--- src/rtl/status_flags_unit_pkg.sv ---
// Shared definitions for the NZCV status-flag pipeline: flag indices, slot type and
// forwarding-source encodings.
package status_flags_unit_pkg;

    localparam int unsigned FLAGS_WIDTH = 4;

    localparam int unsigned FLAG_N = 3;
    localparam int unsigned FLAG_Z = 2;
    localparam int unsigned FLAG_C = 1;
    localparam int unsigned FLAG_V = 0;

    typedef struct packed {
        logic                   wr;
        logic [FLAGS_WIDTH-1:0] flags;
    } flag_slot_t;

    typedef enum logic [1:0] {
        SrcCommit = 2'b00,
        SrcWb     = 2'b01,
        SrcMem    = 2'b10,
        SrcExe    = 2'b11
    } fwd_src_t;

endpackage

--- src/rtl/status_flags_unit_slot.sv ---
// One pipeline slot carrying a pending flag update; holds while frozen.
module flag_slot
    import status_flags_unit_pkg::*;
(
    input  logic       clk,
    input  logic       rst,
    input  logic       freeze,
    input  flag_slot_t d,
    output flag_slot_t q
);

    always_ff @(posedge clk or negedge rst) begin
        if (!rst) begin
            q <= '0;
        end else if (!freeze) begin
            q <= d;
        end
    end

endmodule

--- src/rtl/status_flags_unit.sv ---
// Architectural NZCV register with in-flight MEM/WB flag updates and a youngest-first
// forwarded view for condition evaluation in ID.
module status_flags_unit
    import status_flags_unit_pkg::*;
#(
    parameter int unsigned FLAG_W = 4
) (
    input  logic              clk,
    input  logic              rst,
    input  logic              freeze,
    input  logic              exe_valid,
    input  logic              exe_s,
    input  logic              exe_cond_pass,
    input  logic [FLAG_W-1:0] alu_status,
    output logic [FLAG_W-1:0] status_regs,
    output logic [FLAG_W-1:0] status_fwd,
    output logic [1:0]        pending_cnt,
    output logic [1:0]        fwd_src
);

    logic              exe_wr;
    flag_slot_t        exe_slot;
    flag_slot_t        mem_slot;
    flag_slot_t        wb_slot;
    logic [FLAG_W-1:0] regs_q;
    logic [1:0]        cnt_q;
    fwd_src_t          src;

    assign exe_wr   = exe_valid & exe_s & exe_cond_pass;
    assign exe_slot = '{wr: exe_wr, flags: alu_status};

    flag_slot u_mem_slot (
        .clk    (clk),
        .rst    (rst),
        .freeze (freeze),
        .d      (exe_slot),
        .q      (mem_slot)
    );

    flag_slot u_wb_slot (
        .clk    (clk),
        .rst    (rst),
        .freeze (freeze),
        .d      (mem_slot),
        .q      (wb_slot)
    );

    // The count tracks what the slots will hold after this edge.
    always_ff @(posedge clk or negedge rst) begin
        if (!rst) begin
            regs_q <= '0;
            cnt_q  <= '0;
        end else if (!freeze) begin
            if (wb_slot.wr) begin
                regs_q <= wb_slot.flags;
            end
            cnt_q <= {1'b0, exe_wr} + {1'b0, mem_slot.wr};
        end
    end

    // Slot flags with wr=0 are stale and must never be selected.
    always_comb begin
        status_fwd = regs_q;
        src        = SrcCommit;
        if (exe_wr) begin
            status_fwd = alu_status;
            src        = SrcExe;
        end else if (mem_slot.wr) begin
            status_fwd = mem_slot.flags;
            src        = SrcMem;
        end else if (wb_slot.wr) begin
            status_fwd = wb_slot.flags;
            src        = SrcWb;
        end
    end

    assign status_regs = regs_q;
    assign pending_cnt = cnt_q;
    assign fwd_src     = src;

endmodule
--- config.mk ---
export PLATFORM = sky130hd
export DESIGN_NAME = status_flags_unit
export DESIGN_NICKNAME = d
export VERILOG_FILES = /design/src/rtl/status_flags_unit_pkg.sv /design/src/rtl/status_flags_unit_slot.sv /design/src/rtl/status_flags_unit.sv
export SDC_FILE = /design/constraint.sdc
export NUM_CORES = 1
export LEC_CHECK = 0
export CAP_MARGIN = 30
export CORE_ASPECT_RATIO = 0.75
export CORE_MARGIN = 5
export CORE_UTILIZATION = 41
export CTS_CLUSTER_SIZE = 24
export DETAILED_ROUTE_END_ITERATION = 16
export PLACE_DENSITY = 0.85
export SETUP_SLACK_MARGIN = 0.2
export SYNTH_ARGS = -nofsm -noshare
export SYNTH_HDL_FRONTEND = slang
export SYNTH_SLANG_ARGS = --single-unit
--- constraint.sdc ---
create_clock -name clk -period 1.2 [get_ports clk]
set_input_delay 0.24 -clock clk [delete_from_list [all_inputs] [get_ports clk]]
set_output_delay 0.24 -clock clk [all_outputs]
set_load 0.05 [all_outputs]
==> results of run 1 <==
==> area by class of cell <==
class | instances | share of cell area
clock buffers | 4 | 0.0238
inverters | 4 | 0.0123
multi-input cells | 43 | 0.323
flip-flops and latches | 16 | 0.267
well taps | 22 | 0.0180
repair buffers | 44 | 0.356
==> sequential cells by signal, summed over array words and instances (netlist names) <==
| signal | cells |
|---|---|
| status_regs | 4 |
| u_wb_slot.q | 5 |
| u_mem_slot.q | 5 |
| pending_cnt | 2 |
==> final timing paths <==
kind / startpoint / to / slack, ns / cells after the start
min in group clk: exe_s / u_mem_slot.q[4]$_DFFE_PN0N_ / 0.40 / 3
worst min-delay path: rst / u_wb_slot.q[3]$_DFFE_PN0N_ / 0.26 / 2
max in group asynchronous: rst / u_mem_slot.q[4]$_DFFE_PN0N_ / 0.74 / 2
worst max register to register: u_mem_slot.q[4]$_DFFE_PN0N_ / pending_cnt[1]$_DFFE_PN0N_ / -0.12 / 5
worst max-delay path: u_mem_slot.q[4]$_DFFE_PN0N_ / status_fwd[1] / -0.47 / 4
worst min register to register: u_mem_slot.q[1]$_DFFE_PN0N_ / u_mem_slot.q[1]$_DFFE_PN0N_ / 0.57 / 1
==> power by group through the flow <==
stage	clock, W	sequential, W	combinational (W)
after global placement	0	0.000728	0.00152
after detailed placement	0	0.000739	0.00155
after CTS	0.000379	0.000756	0.00166
final	0.000370	0.000752	0.00167
after global routing	0.000425	0.000770	0.00173
after floorplan	0	0.000956	0.000547
==> layer usage <==
layer | GRT usage | wire length (um)
met2 | 0.325 | 1080
met1 | 0.200 | 903
met4 | 0.0779 | 38
met5 | 0 | 0
met3 | 0.0674 | 122
==> Yosys cell counts <==
master     n  area, sq um
mux2_2    10          113
nand2_1    6         22.5
nand2b_4   1         13.8
nand3_1    1         5.00
ha_1       2         25.0
buf_2      1         5.00
dfrtp_1   16          400
buf_6      1         11.3
o21ai_1    2         10.0
inv_1      4         15.0
mux2_4     4         60.1
and2_2     2         15.0
o21ai_0    9         45.0
a211oi_1   4         30.0
nor2b_1    2         12.5
==> kinds of logic after synthesis <==
group / count (synthesis) / share of synthesized area
flip-flops: 16 / 0.511
AO/OA/AOI/OAI: 15 / 0.109
multiplexers: 14 / 0.220
AND/OR/NAND/NOR: 12 / 0.0878
buffers and inverters: 6 / 0.0399
adder cells (fa/ha/maj): 2 / 0.0319
==> per-stage QoR <==
step	setup slack, ns	instances	util
2_1_floorplan	-0.121	65	-
3_5_place_dp	-0.438	125	0.785
4_1_cts	-0.484	132	0.857
5_1_grt	-0.528	133	0.862
6_report	-0.474	133	0.862
3_3_place_gp	-0.392	125	0.785
==> critical path: cells and delay by family (launching register included) <==
family | cells | cell delay [ns]
buffers and inverters | 2 | 0.30
AOI/OAI and AO/OA | 2 | 0.38
DFF | 1 | 0.45
==> what timing repair did <==
item	4_1_cts	5_1_grt
buffers inserted	3	1
resized for setup	20	1
hold endpoints to repair	0	0
endpoints found under the setup margin	27	19
gates cloned	0	0
pin swaps	3	3
==> results.yml, run 1 <==
clocking:
  clk_latency_ns: 0.30
  clk_pin_slew_ns: 0.10
  htreeDepth: 1
  root_buffer: "clkbuf_4"
  cts_num_sinks: 16
  cts_tree: "done"
  cts_inserted_buffers: 3
  holdBufCountCts: 0
  clk_path_buf_depth: 2
setup_path:
  critPathMaxStageDelay_ns: 0.45
  crit_arrival_ns: 1.43
  startpoint_type: "flip-flop"
  slowest_stage: "dfrtp_2"
  end_kind: "output port"
  cp_common_cell: "buf_12"
  required_ns: 0.96
  crit_chain: "buf_12 -> a211oi_4 -> o21ai_4 -> buf_12"
  criticalPathCategory: "reg2out"
  worst-path-max-fanout: 5
status:
  status: "finished, violations left"
  violations: "negative setup slack"
synth:
  synth_warnings: 0
  ys_seq_elements: 16
  synthCells: 65
  ys_seq_area_frac: 0.511
  netlist_area_sq_um: 783
  ys_types: 15
  syn_nets: 77
  syn_area_per_cell_sq_um: 12.1
sta:
  fin_ws_ns: -0.474
  drv_slew: 0
  period_minus_slack_ns: 1.67
  rsz0062_at_grt: "yes"
  fin_crit_sh: 1.39
  fmax_ghz: 0.597
  slew_headroom: 0.783
  hold_violations: 0
  fin_hold_ws_ns: 0.256
  setup_viol_count_final: 11
  worstMarginPinSlew_ns: 0.322
  fin_skew_ns: 0.00236
  tns_ns: -2.92
global_routing:
  grt_pass1_vias: 705
  grt_remaining_overflow: 0
  grt_max_degree: 17
  gr-usage-all-layers: 0.182
  grt_pass1_wl_mm: 3.54
  antenna_found_initial: 0
finish:
  drive_above_1_share: 0.721
  seq_area_sq_um: 408
  stdcell_area_sq_um: 1530
  nNetsFinal: 124
  nFillCells: 77
  areaGrowthSynthToFinish_pct: 95.0
  layout_common_cells: "buf_12, buf_4, mux2_2, dfrtp_1, buf_6"
  multiInputGateArea_sq_um: 493
  antenna_cells: 0
drt:
  vias_per_cell: 5.07
  wl_per_cell_um: 16.1
  drtIter0Drc: 12
  via_count: 674
  drc: 0
  drt_pass1_iterations: 2
  drt-total-wl_mm: 2.14
  drt.antenna.violating_nets: 0
placement:
  hpwl_mm: 1.70
  place_congestion: 0.787
  numPortBuffers: 21
  place_area_sq_um: 1390
power_and_ir_drop:
  pwr_density_cell_nw_per_um2: 1830
  comb_power_share: 0.599
  power_switching_w: 0.00105
  leakage_nw: 0.673
  p_sw_frac: 0.375
  power.total_w: 0.00279
  max-vdd-ir-drop_mv: 1.39
  clock_power_share: 0.132
  p_int_w: 0.00175
  seqPwrFrac: 0.269
floorplan:
  die_area_sq_um: 2890
  fp.coreArea_sq_um: 1770
  io_pins: 22
  dieHeight_um: 47.9
  row_count: 13
  initial_utilization: 0.442
  die_x_um: 60.5
flow_run:
  maxCapViolCount: 0
min_path:
  hp-class: "in2async"
Power figures use the tool's default switching activity.
==> run 2: changes to the inputs <==
==> constraint.sdc (replaced) <==
create_clock -name clk -period 1.2 [get_ports clk]
set_input_delay 0.12 -clock clk [delete_from_list [all_inputs] [get_ports clk]]
set_output_delay 0.12 -clock clk [all_outputs]
set_load 0.05 [all_outputs]
==> run 2 against run 1 <==
The run still ends with negative setup slack left. Clock power fell by 15%. First-iteration DRC count fell by 17%. Sequential cell count did not move. Sequential share of layout area rose by 1.7 points. Final cell count fell by 6.8%. Largest cell class is now multi-input gates. Wire length fell by 5.8%. Utilization fell by 5.3 points. Critical endpoint is now status_fwd[0]. Power fell by 7.1%.
==> results.yml, run 2 (same netlist as run 1, synthesis figures left out) <==
drt:
  met1Wirelength_um: 854
  vias_per_cell: 5.16
  drt_pass1_iterations: 2
  top_layer: "met4"
  wl_per_cell_um: 16.3
  drt.antenna.violating_nets: 0
  via_count: 640
  route.met2.wl_mm: 1.00
  drtIter0Drc: 10
  drt-total-wl_mm: 2.02
  wl_met3_um: 114
  drc: 0
power_and_ir_drop:
  p_sw_frac: 0.391
  comb_power_share: 0.579
  max-vdd-ir-drop_mv: 1.22
  power_switching_w: 0.00102
  seqPwrFrac: 0.300
  clock_power_share: 0.122
  pwr_density_cell_nw_per_um2: 1810
  p_int_w: 0.00158
  leakage_nw: 0.613
finish:
  layout_common_cells: "buf_12, dfrtp_1, mux2_2, clkdlybuf4s50_1, buf_4"
  nFillCells: 99
  areaGrowthSynthToFinish_pct: 83.1
  final_cells: 124
  drive_above_1_share: 0.686
  antenna_cells: 0
  stdcell_area_sq_um: 1430
  final_core_util: 0.809
  nNetsFinal: 115
  final_common_cell: "buf_12"
sta:
  rsz0062_at_grt: "yes"
  setup_viol_count_final: 8
  fmax_ghz: 0.654
  fin_ws_ns: -0.330
  slew_headroom: 0.764
  fin_crit_sh: 1.27
  worstMarginPinSlew_ns: 0.351
  period_minus_slack_ns: 1.53
  tns_ns: -1.76
  hold_violations: 0
  fin_skew_ns: 0.0101
  drv_slew: 0
floorplan:
  row_count: 13
  initial_utilization: 0.442
  dieHeight_um: 47.9
  die_x_um: 60.5
  fp.coreArea_sq_um: 1770
  io_pins: 22
  die_area_sq_um: 2890
placement:
  numPortBuffers: 21
  place_area_sq_um: 1320
  place_congestion: 0.773
  dp_cells: 118
  hpwl_mm: 1.54
setup_path:
  crit_chain: "and2_4 -> a211oi_4 -> o21ai_4 -> buf_12"
  criticalPathCategory: "reg2out"
  slowest_stage: "dfrtp_2"
  worst-path-max-fanout: 5
  end_kind: "output port"
  startpoint_type: "flip-flop"
  critPathMaxStageDelay_ns: 0.46
  crit_arrival_ns: 1.41
  required_ns: 1.08
global_routing:
  gr-usage-all-layers: 0.177
  grt_max_degree: 17
  grt_remaining_overflow: 0
  grt_pass1_wl_mm: 3.42
  grt_pass1_vias: 719
  antenna_found_initial: 0
clocking:
  root_buffer: "clkbuf_4"
  holdBufCountCts: 0
  clk_path_buf_depth: 2
  cts_num_sinks: 16
  clk_latency_ns: 0.30
  cts_tree: "done"
  htreeDepth: 1
  clk_pin_slew_ns: 0.10
  cts_inserted_buffers: 3
status:
  violations: "negative setup slack"
  status: "finished, violations left"
min_path:
  hp-class: "in2async"
flow_run:
  maxCapViolCount: 0
[run 2: area by class of cell]
cell class                      count  area [sq um]  share of cell area
Timing Repair Buffer               35           454               0.317
Sequential cell                    16           408               0.284
Inverter                            4          18.8              0.0131
Multi-Input combinational cell     43           499               0.348
Tap cell                           22          27.5              0.0192
Clock buffer                        4          26.3              0.0183
[run 2: path summary, 6_finish.rpt]
kind / cells past startpoint / startpoint / slack, ns / endpoint
max: 4 / u_wb_slot.q[4]$_DFFE_PN0N_ / -0.33 / status_fwd[0]
min: 2 / rst / 0.13 / status_regs[3]$_DFFE_PN0N_
max reg2reg: 3 / u_mem_slot.q[4]$_DFFE_PN0N_ / 0 / pending_cnt[0]$_DFFE_PN0N_
min reg2reg: 1 / u_mem_slot.q[1]$_DFFE_PN0N_ / 0.53 / u_wb_slot.q[1]$_DFFE_PN0N_
max in group asynchronous: 2 / rst / 0.86 / status_regs[2]$_DFFE_PN0N_
min in group clk: 2 / alu_status[3] / 0.48 / u_mem_slot.q[3]$_DFFE_PN0N_
[run 2: what timing repair did]
item,in CTS,in global routing
gates resized for setup,11,5
hold endpoints to repair,0,0
endpoints found under the setup margin,18,18
pin swaps,4,1
buffers inserted,1,1
[run 2: metal layers]
metal | track usage | vias to the layer above
met5 | 0 | -
met4 | 0.104 | 0
met3 | 0.0458 | 5
met2 | 0.313 | 20
met1 | 0.197 | 317
li1 | - | 298
[run 2: per-stage QoR]
stage / total power, W / hold slack, ns / setup slack [ns]
2_1_floorplan: 0.00150 / -0.176 / -0.00141
3_3_place_gp: 0.00214 / 0.461 / -0.301
3_5_place_dp: 0.00218 / 0.458 / -0.349
4_1_cts: 0.00259 / 0.137 / -0.333
5_1_grt: 0.00270 / 0.152 / -0.382
6_report: 0.00260 / 0.128 / -0.330
[run 2: critical path: cells and delay by family (launching register included)]
family | cells | cell delay [ns]
and+or+nand+nor | 1 | 0.18
DFF | 1 | 0.46
buffers and inverters | 1 | 0.15
AOI/OAI and AO/OA | 2 | 0.31
[run 2: power groups by stage]
stage          combinational, W  clock (W)  sequential, W
2_1_floorplan          0.000547          0       0.000956
4_1_cts                 0.00149   0.000319       0.000778
3_5_place_dp            0.00139          0       0.000785
3_3_place_gp            0.00137          0       0.000774
5_1_grt                 0.00156   0.000345       0.000794
6_report                0.00150   0.000316       0.000778
